## src/rtl/ucode_sequencer.sv

```systemverilog
// Multiply-expansion sequencer between fetch and decode.
// Stalls fetch, walks a microcode ROM slot and resolves its ghost branch.
module ucode_sequencer #(
  parameter int         UCODE_LEN = 5,
  parameter logic [6:0] BR_OPCODE = 7'b1100001
) (
  input  logic        clk,
  input  logic        rst,
  input  logic [31:0] instr_in,
  input  logic        instr_valid,
  input  logic        decode_ready,
  input  logic        flush,
  input  logic [31:0] ucode_instr,
  input  logic        br_resolve_valid,
  input  logic        br_taken,
  output logic [6:0]  mul_opcode,
  output logic [15:0] immediate,
  output logic [3:0]  reg1,
  output logic [3:0]  reg2,
  output logic [3:0]  dest_reg,
  output logic [3:0]  ghost_pc,
  output logic        fetch_stall,
  output logic [31:0] instr_out,
  output logic        instr_out_valid,
  output logic        ucode_busy,
  output logic        ucode_err
);

  localparam int PW = $clog2(4 * UCODE_LEN);

  typedef enum logic [1:0] {
    S_IDLE,
    S_PRIME,
    S_ISSUE,
    S_WAIT
  } state_e;

  state_e          state_q, state_d;
  logic [PW-1:0]   pc_q, pc_d;
  logic [PW-1:0]   base_q, base_d;
  logic [3:0]      off_q, off_d;
  logic [6:0]      opc_q, opc_d;
  logic [15:0]     imm_q, imm_d;
  logic [3:0]      r1_q, r1_d;
  logic [3:0]      r2_q, r2_d;
  logic [3:0]      rd_q, rd_d;
  logic            err_q, err_d;

  logic            is_mul;
  logic [1:0]      slot;
  logic [PW-1:0]   base_new;
  logic [PW-1:0]   last;
  logic [PW-1:0]   pc_inc;
  logic [PW:0]     tgt;
  logic            in_rng;
  logic            is_br;
  logic            ovld;
  logic            stall;

  always_comb begin
    is_mul = 1'b1;
    slot   = 2'd0;
    unique case (instr_in[31:25])
      7'b0010000: slot = 2'd0;
      7'b0011000: slot = 2'd1;
      7'b0110000: slot = 2'd2;
      7'b0111000: slot = 2'd3;
      default:    is_mul = 1'b0;
    endcase
  end

  assign base_new = PW'(slot) * PW'(UCODE_LEN);
  assign last     = base_q + PW'(UCODE_LEN - 1);
  assign pc_inc   = pc_q + PW'(1);
  // One extra bit keeps a negative target distinguishable from in-range.
  assign tgt      = {1'b0, pc_q} + {{(PW-3){off_q[3]}}, off_q};
  assign in_rng   = (tgt >= {1'b0, base_q}) && (tgt <= {1'b0, last});
  assign is_br    = ucode_instr[31:25] == BR_OPCODE;

  always_comb begin
    state_d   = state_q;
    pc_d      = pc_q;
    base_d    = base_q;
    off_d     = off_q;
    opc_d     = opc_q;
    imm_d     = imm_q;
    r1_d      = r1_q;
    r2_d      = r2_q;
    rd_d      = rd_q;
    err_d     = err_q;
    ovld      = 1'b0;
    stall     = 1'b0;
    instr_out = ucode_instr;
    if (flush) begin
      state_d = S_IDLE;
      pc_d    = '0;
      err_d   = 1'b0;
    end else begin
      unique case (state_q)
        S_IDLE: begin
          instr_out = instr_in;
          if (instr_valid && is_mul) begin
            stall   = 1'b1;
            opc_d   = instr_in[31:25];
            imm_d   = instr_in[15:0];
            r1_d    = instr_in[20:17];
            r2_d    = instr_in[16:13];
            rd_d    = instr_in[24:21];
            base_d  = base_new;
            pc_d    = base_new;
            state_d = S_PRIME;
          end else begin
            ovld  = instr_valid;
            stall = instr_valid & ~decode_ready;
          end
        end
        S_PRIME: begin
          stall   = 1'b1;
          state_d = S_ISSUE;
        end
        S_ISSUE: begin
          ovld  = 1'b1;
          stall = 1'b1;
          if (decode_ready) begin
            if (is_br) begin
              off_d   = ucode_instr[3:0];
              state_d = S_WAIT;
            end else if (pc_q == last) begin
              stall   = 1'b0;
              state_d = S_IDLE;
            end else begin
              pc_d    = pc_inc;
              state_d = S_PRIME;
            end
          end
        end
        S_WAIT: begin
          stall = 1'b1;
          if (br_resolve_valid) begin
            if (br_taken) begin
              if (in_rng) begin
                pc_d    = tgt[PW-1:0];
                state_d = S_PRIME;
              end else begin
                err_d   = 1'b1;
                stall   = 1'b0;
                pc_d    = '0;
                state_d = S_IDLE;
              end
            end else if (pc_q == last) begin
              stall   = 1'b0;
              state_d = S_IDLE;
            end else begin
              pc_d    = pc_inc;
              state_d = S_PRIME;
            end
          end
        end
        default: state_d = S_IDLE;
      endcase
    end
  end

  always_ff @(posedge clk or negedge rst) begin
    if (!rst) begin
      state_q <= S_IDLE;
      pc_q    <= '0;
      base_q  <= '0;
      off_q   <= '0;
      opc_q   <= '0;
      imm_q   <= '0;
      r1_q    <= '0;
      r2_q    <= '0;
      rd_q    <= '0;
      err_q   <= 1'b0;
    end else begin
      state_q <= state_d;
      pc_q    <= pc_d;
      base_q  <= base_d;
      off_q   <= off_d;
      opc_q   <= opc_d;
      imm_q   <= imm_d;
      r1_q    <= r1_d;
      r2_q    <= r2_d;
      rd_q    <= rd_d;
      err_q   <= err_d;
    end
  end

  assign mul_opcode      = opc_q;
  assign immediate       = imm_q;
  assign reg1            = r1_q;
  assign reg2            = r2_q;
  assign dest_reg        = rd_q;
  assign ghost_pc        = pc_q[3:0];
  assign ucode_err       = err_q;
  assign ucode_busy      = state_q != S_IDLE;
  assign fetch_stall     = stall;
  assign instr_out_valid = ovld & rst;

endmodule

```

## config.mk

```make
export PLATFORM = sky130hd
export DESIGN_NAME = ucode_sequencer
export DESIGN_NICKNAME = d
export VERILOG_FILES = /design/src/rtl/ucode_sequencer.sv
export SDC_FILE = /design/constraint.sdc
export NUM_CORES = 1
export LEC_CHECK = 0
export ABC_CLOCK_PERIOD_IN_PS = 10200
export CAP_MARGIN = 10
export CORE_MARGIN = 1
export CORE_UTILIZATION = 45
export DETAILED_ROUTE_END_ITERATION = 12
export GPL_TIMING_DRIVEN = 0
export HOLD_SLACK_MARGIN = 0.1
export MAX_ROUTING_LAYER = met4
export PLACE_DENSITY = 0.95
export RECOVER_POWER = 25
export SYNTH_ARGS = -nofsm -noshare
export SYNTH_HDL_FRONTEND = slang
export SYNTH_SLANG_ARGS = --single-unit
```

## constraint.sdc

```tcl
create_clock -name clk -period 10.2 [get_ports clk]
set_clock_uncertainty 0.1 [all_clocks]
set_input_delay 2.55 -clock clk [delete_from_list [all_inputs] [get_ports clk]]
set_output_delay 2.55 -clock clk [all_outputs]
set_load 0.01 [all_outputs]
```

# Word-level counts from Yosys, hierarchy flattened
# Index checks and enable logic that the tools add are counted.
[totals]
regBits = 52
in_bits = 71
wordCells = 87
out_inout_bits = 75
[classes]
add_sub_neg = 3
mul = 1
mux = 39
n_reduce_logical = 14
bitwise_logic = 4
eq_ne = 14
order_cmp = 2
[op_table]
columns = ["cell", "count"]
rows = [
  ["$mux W32", 2],
  ["$mux W5", 8],
  ["$mux W1", 18],
  ["$pmux W5 S3", 1],
  ["$eq A7 B5 Y1 const B", 2],
  ["$eq A7 B6 Y1 const B", 2],
  ["$mux W2", 6],
  ["$ne A3 B3 Y1 const B", 4],
  ["$pmux W2 S4", 1],
  ["$reduce_and A4 Y1", 2],
  ["$reduce_bool A2 Y1", 4],
  ["$eq A7 B7 Y1 const B", 1],
  ["$add A5 B6 Y6", 1],
  ["$ge A6 B5 Y1", 1],
  ["$le A6 B5 Y1", 1],
  ["$pmux W2 S3", 1],
  ["$reduce_and A3 Y1", 2],
  ["$add A5 B1 Y5 const B", 1],
  ["$add A5 B3 Y5 const B", 1],
  ["$eq A5 B5 Y1", 1],
  ["$mul A2 B3 Y5 const B", 1],
  ["$reduce_and A5 Y1", 1],
  ["$eq A2 B2 Y1 const B", 2],
  ["$pmux W1 S4", 1],
  ["other kinds (9)", 12],
]

# Logic depth before layout (Yosys ltp)
# Gate-level depths: netlist of the first run.
[depth]
depth_word = 8
depth_mapped = 12
depth_no_buf = 12

# Worst setup path after synthesis of the first run
# No wires, ideal clock.
[synth_timing]
kind = "input -> output"
start = "input ucode_instr[29]"
end = "output fetch_stall"
setup_slack_ns = 3.796
arrival_time_ns = 3.754
cell_stages = 6
n_path_buf = 0
required_ns = 7.550
cell_sequence = "or3b_1 -> nor4_4 -> nor2_1 -> nand3_1 -> o21ai_0 -> a211oi_1"
[synth_via]
elab_chain_len = 5
[synth_rtl]
columns = ["item", "line", "source"]
rows = [
  ["start, declared", "13", "input logic [31:0] ucode_instr,"],
  ["$eq A7 B7 Y1", "78", "assign is_br = ucode_instr[31:25] == BR_OPCODE;"],
  ["$mux W1", "125", "if (is_br) begin"],
  ["$mux W1", "124", "if (decode_ready) begin"],
  ["$pmux W1 S4", "99", "unique case (state_q)"],
  ["$mux W1", "94", "if (flush) begin"],
  ["end, declared", "22", "output logic fetch_stall,"],
]
# No other way between the ends.

# Worst setup path in the final report of the first run
[layout_timing]
start = "input rst"
end = "output instr_out_valid"
[layout_via]
elab_chain_len = 1
[layout_rtl]
columns = ["item", "line", "source"]
rows = [
  ["start, declared", "8", "input logic rst,"],
  ["$and A1 B1 Y1", "199", "assign instr_out_valid = ovld & rst;"],
  ["end, declared", "24", "output logic instr_out_valid,"],
]
# No other way between the ends.

==> key figures, run 1 <==
Finish
  – Nets@finish: 580
  – Share of cells above drive strength 1: 0.113
  – Max reg flops: 15
  – Design Area, Final: around 0.0048 mm²
  – Ant diodes: 0
  – FILL cells: around 510
  – P&R area growth vs syn: 52.1%
  – Post-layout util: 0.706

Power
  – LEAKAGE: 2.17 nW
  – Pint: around 0.36 mW
  – Sw Share: 0.294
  – Pwr per Cell Area: about 110 mW/mm²
  – Logic pwr share: 0.343
  – Flop pwr share: 0.412
  – Max VDD drop: just under 0.08 mV
  – P_sw: about 0.15 mW
  – Clock Power Share: 0.245

Synth
  – Ys flop type: dfrtp_1
  – Post-synthesis cell count: about 340
  – Number of flops mapped to enable cells by yosys: 0
  – Compound-Gate Fraction of Synth Area: 0.131
  – Adder-Cell Fraction of Synth Area: 0.0662
  – Mean Syn Cell Area: slightly above 9 µm²
  – Multiplexer area fraction after synthesis: 0.139
  – Synth Register Bits: 46
  – Largest family of logic cells by synthesized area: simple AND/OR/NAND/NOR gates
  – Post-Synth XOR/XNOR Area: 0.0195
  – Post-Synthesis Cell Area: 0.00314 mm²
  – Synth warnings: 0
  – Synth cell types: 60
  – Post-synth ARST share: 1.00
  – Register area share after synthesis: 0.367
  – Post-synthesis simple-gate area fraction: 0.229
  – Syn Nets: 429

Setup path
  – Max incr delay on CP: approximately 1.6 ns
  – Slowest-stage cell, CP: clkbuf_1
  – Arrival time of the worst setup path: between 5 and 6 ns
  – Critical Path Start Type: primary input
  – Setup crit end kind: output pin
  – Reg-to-reg slack, setup: around 6.7 ns
  – Crit path required time: 7.55 ns
  – Setup Crit Path Kind: in2out
  – CP max FO: between 40 and 50
  – Top cell by count, worst path: clkbuf_1
  – Buf+Inv Stages, Crit Path: 3
  – Delay-heaviest family, CP: buffers and inverters
  – CP cell instances: clkbuf_1, clkbuf_1, nor4b_1, clkdlybuf4s50_1

Global routing
  – M2 GR Usage: 0.495
  – Top Usage Layer GRT: met2
  – Total Routing Usage GR: 0.282
  – Met1 Use GR: 0.326
  – GRT overflow: 0
  – Largest net degree at the start of global routing: 43
  – Vias in the first global route: around 3300
  – First-pass GRT wire length: between 15 and 20 mm
  – Initial antenna violation count: 0
  – GR Util met3: 0.0385

Die
  – Core area: slightly below 0.007 mm²
  – Row Count: 30
  – Die H: approximately 86 µm
  – Die width: approximately 86 µm
  – IO Pins: about 150
  – Die area: between 0.007 and 0.008 mm²
  – Initial cell density of the core: 0.465

Place
  – Post-Place Setup Slack: about 2.8 ns
  – Post-DP HPWL: approximately 7.6 mm
  – Input/output buffers: approximately 140
  – DP Area: roughly 0.0047 mm²
  – Gpl congestion: 0.900

Clock tree
  – Clk pin slew, worst setup/hold paths: about 0.080 ns
  – Clk Latency, worst-skew pair: between 0.2 and 0.3 ns
  – Setup Buffers After CTS: 0
  – Clock Sinks: 46
  – TritonCTS clock tree: done
  – CTS max path bufs: 2
  – Cts repair resizes: 0
  – Root buffer cell: clkbuf_8
  – Htree depth: 2
  – Hold_buf cts: 0
  – Total CTS buffers: 5

Routing
  – Post-DRT Antenna Nets: 0
  – Detailed-route vias per instance: between 5 and 6
  – Drt wl/cell: roughly 16 µm
  – WL final: 9.46 mm
  – Via count: approximately 3200
  – Initial detailed-routing violation count: 200
  – DRC violations left: 0
  – Drt first pass iters: 5

Timing
  – Slew Viols, Final: 43
  – Achievable frequency: about 120 MHz
  – Final TNS setup: 0 ns
  – Final hold violations: 0
  – Period utilization: 0.789
  – RSZ-0062 raised after global routing: no
  – Pin slew with the least headroom to its limit: approximately 2.2 ns
  – Final setup fails: 0
  – Worst setup margin: ~2.2 ns
  – Crit path time final: around 8 ns
  – Max-slew headroom: -0.484

Flow run
  – Max cap viols: 1

Hold path
  – HP Class: reg2reg

Status
  – Status: finished with violations
  – Failing checks: capacitance limit, slew limit
cells by family (layout without fill, tap and decap cells):
logic type / Yosys count / count (layout)
xor+xnor: 7 / 7
fa+ha+maj: 16 / 16
mux: 39 / 39
buf+inv: 33 / 185
compound gates: 54 / 54
flops: 46 / 46
simple gates: 147 / 147
cell type report:
| type | count | area (µm²) | share of cell area |
|---|---|---|---|
| plain buffers | 22 | 113 | 0.0236 |
| inverters | 11 | 41.3 | 0.00865 |
| flip-flops and latches | 46 | 1150 | 0.241 |
| clock inverters | 1 | 8.76 | 0.00183 |
| multi-input cells | 263 | 1830 | 0.384 |
| clock buffers | 7 | 96.3 | 0.0202 |
| repair buffers | 144 | 1430 | 0.299 |
| well taps | 80 | 100 | 0.0210 |
per-layer routing:
metal,wire length (µm),vias to the layer above
met5,0,-
met4,248,0
met3,486,21
met2,4910,122
met1,3810,1521
li1,-,1499
path summary, 6_finish.rpt:
check,startpoint,end,cells after the start
max,rst,instr_out_valid,4
min,reg1[3],reg1[3],2
max reg2reg,pc_q[0],pc_q[4],10
min reg2reg,reg1[3],reg1[3],2
max in group asynchronous,rst,immediate[3],2
min in group asynchronous,rst,pc_q[4],1
synth_stat cells (2+ instances only):
cell,n,area share
nand2_1,96,0.11
dfrtp_1,46,0.37
mux2_2,23,0.083
ha_1,15,0.060
mux2_1,13,0.047
clkbuf_1,12,0.014
o21ai_0,11,0.018
a21oi_1,10,0.016
inv_1,10,0.012
nor2_1,10,0.012
nor2b_1,8,0.016
buf_4,7,0.017
a211oi_1,5,0.012
nand3_1,5,0.0080
a31oi_1,4,0.0080
and3_1,4,0.0080
xnor2_1,4,0.011
buf_2,3,0.0048
mux2i_1,3,0.0096
nand2b_1,3,0.0060
nor4_4,3,0.020
xor2_1,3,0.0084
a211o_1,2,0.0056
a21boi_0,2,0.0048
a41oi_1,2,0.0056
nand4_1,2,0.0040
o21ai_1,2,0.0032
or4_1,2,0.0048
metrics by stage:
stage	hold slack, ns	total power [mW]	instances
5_1_grt	0.409	0.538	574
6_report	0.379	0.513	574
4_1_cts	0.384	0.517	574
2_1_floorplan	0.384	0.284	342
3_3_place_gp	0.353	0.383	565
3_5_place_dp	0.363	0.391	566
tightest hold or removal path: stages (launching register included):
cell and delay, ns:
dfrtp_1 0.35, nand2_1 0.05, nand2_1 0.05
power by group through the flow:
stage	sequential, mW	clock [mW]	combinational, mW
2_1_floorplan	0.220	0	0.0644
3_3_place_gp	0.214	0	0.169
3_5_place_dp	0.215	0	0.176
4_1_cts	0.211	0.128	0.178
5_1_grt	0.213	0.135	0.189
6_report	0.211	0.126	0.176
cell usage in the layout (no fill, tap or decap), types with 2 or more instances in the layout:
cell type,count
buf_4,7
mux2_1,13
o21ai_0,11
nor4_4,3
a211o_1,2
xnor2_1,4
nand2b_1,3
buf_2,3
nor2b_1,8
or4_1,2
ha_1,15
a21oi_1,10
nor2_1,10
a41oi_1,2
mux2_2,23
nand4_1,2
clkdlybuf4s50_1,142
mux2i_1,3
inv_1,10
clkbuf_1,14
a21boi_0,2
clkbuf_8,7
and3_1,4
a31oi_1,4
o21ai_1,2
xor2_1,3
a211oi_1,5
nand3_1,5
dfrtp_1,46
nand2_1,96
Power figures use the tool's default switching activity.
==> inputs of run 2 (changes only) <==
--- a/config.mk
+++ b/config.mk
@@ -5,15 +5,15 @@
 export SDC_FILE = /design/constraint.sdc
 export NUM_CORES = 1
 export LEC_CHECK = 0
-export ABC_CLOCK_PERIOD_IN_PS = 10200
+export ABC_CLOCK_PERIOD_IN_PS = 8000
 export CAP_MARGIN = 10
 export CORE_MARGIN = 1
-export CORE_UTILIZATION = 45
+export CORE_UTILIZATION = 42
 export DETAILED_ROUTE_END_ITERATION = 12
 export GPL_TIMING_DRIVEN = 0
 export HOLD_SLACK_MARGIN = 0.1
 export MAX_ROUTING_LAYER = met4
-export PLACE_DENSITY = 0.95
+export PLACE_DENSITY = 0.92
 export RECOVER_POWER = 25
 export SYNTH_ARGS = -nofsm -noshare
 export SYNTH_HDL_FRONTEND = slang
==> constraint.sdc (replaced) <==
create_clock -name clk -period 8 [get_ports clk]
set_clock_uncertainty 0.1 [all_clocks]
set_input_delay 2 -clock clk [delete_from_list [all_inputs] [get_ports clk]]
set_output_delay 2 -clock clk [all_outputs]
set_load 0.01 [all_outputs]
==> key figures, run 2 (synthesis gave the netlist of run 1 again) <==
Power
  – LEAKAGE: 2.17 nW (+0.38%)
  – Pwr per Cell Area: 137 mW/mm² (+27%)
  – Flop pwr share: 0.410 (-0.002)
  – Sw Share: 0.299 (+0.00434)
  – Max VDD drop: 0.0790 mV (+2.1%)
  – Clock Power Share: 0.249 (+0.004)
  – Pint: 0.462 mW (+28%)
  – P_sw: 0.197 mW (+30%)
  – Logic pwr share: 0.341 (-0.002)

Timing
  – Achievable frequency: between 150 and 200 MHz
  – Max-slew headroom: 0.612 (+1.10)
  – RSZ-0062 raised after global routing: no
  – Final hold violations: 0 (unchanged)
  – Pin slew with the least headroom to its limit: 0.581 ns (-1.64 ns)
  – Slew Viols, Final: 0 (-100%)
  – Crit path time final: 6.45 ns
  – Final setup fails: 0 (unchanged)
  – Hold slack: 0.380 ns (+0.00110 ns)
  – Period utilization: 0.807
  – Final TNS setup: 0 ns (unchanged)

Routing
  – DRC violations left: 0 (unchanged)
  – Post-DRT Antenna Nets: 0 (unchanged)
  – Initial detailed-routing violation count: 256 (+28%)
  – WL final: 9.81 mm (+3.8%)
  – Via count: 3250 (+2.8%)
  – Drt first pass iters: 5 (unchanged)
  – Drt wl/cell: 16.5 µm (+0.46%)
  – Detailed-route vias per instance: 5.48 (-0.54%)

Setup path
  – Arrival time of the worst setup path: 4.35 ns (-1.05 ns)
  – CP cell instances: clkdlybuf4s50_1, or3b_1, nor4_4, nor2_1, nand3_1, o21ai_0, a211oi_1, clkdlybuf4s50_1
  – Setup Crit Path Kind: in2out
  – Buf+Inv Stages, Crit Path: 2 (-1)
  – Slowest-stage cell, CP: clkdlybuf4s50_1
  – CP max FO: 3 (-93%)
  – Critical Path Start Type: primary input
  – Max incr delay on CP: 0.59 ns (-1.03 ns)
  – Reg-to-reg slack, setup: 4.61 ns (-2.11 ns)
  – Top cell by count, worst path: clkdlybuf4s50_1
  – Reg2reg start: pc_q[0]
  – Crit. Startpoint: ucode_instr[30]
  – Delay-heaviest family, CP: buffers and inverters
  – Crit path required time: 5.90 ns (-1.65 ns)
  – Reg2reg path depth: 10 (unchanged)
  – Crit Reg-Reg Endpoint: state_q[0]
  – Setup crit end kind: output pin

Die
  – Row Count: 31 (+3.3%)
  – Die H: 88.5 µm (+3.4%)
  – Die area: 0.00782 mm² (+7.0%)
  – IO Pins: 146 (unchanged)
  – Initial cell density of the core: 0.433 (-0.0318)
  – Die width: 88.5 µm (+3.4%)
  – Core area: 0.00725 mm² (+7.4%)

Place
  – Input/output buffers: 143 (unchanged)
  – Gpl congestion: 0.956 (+6.2%)
  – Post-DP HPWL: 7.75 mm (+2.0%)
  – DP Cell Count: 585 (+3.4%)

Finish
  – Nets@finish: 580 (unchanged)
  – Ant diodes: 0 (unchanged)
  – Share of cells above drive strength 1: 0.115 (+0.00202)
  – P&R area growth vs syn: 53.3%
  – Final non-filler cell total: 593 (+3.3%)
  – Most common cell after layout, fill and taps aside: clkdlybuf4s50_1
  – Most frequent cells in the layout: 142 x clkdlybuf4s50_1, 96 x nand2_1, 46 x dfrtp_1
  – Max reg flops: 15 (unchanged)

Status
  – Status: finished clean

Clock tree
  – Clk pin slew, worst setup/hold paths: 0.09 ns (about the same)
  – CTS max path bufs: 2 (unchanged)
  – Htree depth: 2 (unchanged)
  – TritonCTS clock tree: done
  – Root buffer cell: clkbuf_8
  – Clk Latency, worst-skew pair: 0.30 ns (about the same)
  – Setup Buffers After CTS: 0 (unchanged)
  – Hold_buf cts: 0 (unchanged)
  – Total CTS buffers: 5 (unchanged)
  – Cts repair resizes: 0 (unchanged)
  – Clock Sinks: 46 (unchanged)

Global routing
  – Largest net degree at the start of global routing: 41 (-4.7%)
  – Total Routing Usage GR: 0.269 (-0.0133)
  – First-pass GRT wire length: 15.5 mm (-1.4%)
  – GRT overflow: 0 (unchanged)
  – Initial antenna violation count: 0 (unchanged)
  – Vias in the first global route: 3206 (-2.9%)

Hold path
  – HP Class: reg2reg
  – Hold path depth: 2 (unchanged)
  – Hold Path Sink: immediate[9]
  – Hold Crit Start: immediate[9]

Flow run
  – Max cap viols: 0 (-1)
-- run 2: worst max path at each step --
stage / endpoint / cells past startpoint
CTS: fetch_stall / 8
global route: fetch_stall / 8
global placement: instr_out_valid / 3
detailed placement: fetch_stall / 8
floorplan: fetch_stall / 6
finish: fetch_stall / 8
-- run 2: cell type report --
cell class                      instances  area, µm²
Buffer                                 22        113
Clock buffer                            7       96.3
Clock inverter                          1       8.76
Fill cell                             552       2440
Inverter                               11       41.3
Multi-Input combinational cell        263       1830
Sequential cell                        46       1150
Tap cell                               99        124
Timing Repair Buffer                  144       1450
-- run 2: routing by layer --
layer / part of all wire / GRT usage / up-vias
li1: - / - / 1488
met1: 0.37 / 0.315 / 1557
met2: 0.52 / 0.450 / 172
met3: 0.084 / 0.0672 / 33
met4: 0.026 / 0.0924 / 0
met5: 0 / - / -
-- run 2: power groups by stage --
stage / Sequential, mW / Combinational, mW / Clock (mW)
after floorplan: 0.280 / 0.0822 / 0
after global placement: 0.273 / 0.216 / 0
after detailed placement: 0.274 / 0.224 / 0
after CTS: 0.270 / 0.226 / 0.167
after global routing: 0.273 / 0.242 / 0.178
final: 0.270 / 0.225 / 0.164
-- run 2: tightest hold or removal path: cells and delay by family, from the launching register on --
family | cells | cell delay (ns)
flops | 1 | 0.35
simple gates | 2 | 0.10
-- run 2: stage by stage --
stage | power, mW | area (µm²) | util | setup slack (ns)
2_1_floorplan | 0.362 | 3140 | - | 2.70
3_5_place_dp | 0.498 | 4710 | 0.649 | 1.61
4_1_cts | 0.662 | 4810 | 0.664 | 1.60
5_1_grt | 0.693 | 4810 | 0.664 | 1.49
6_report | 0.659 | 4810 | 0.664 | 1.55
3_3_place_gp | 0.489 | 4690 | 0.647 | 0.899
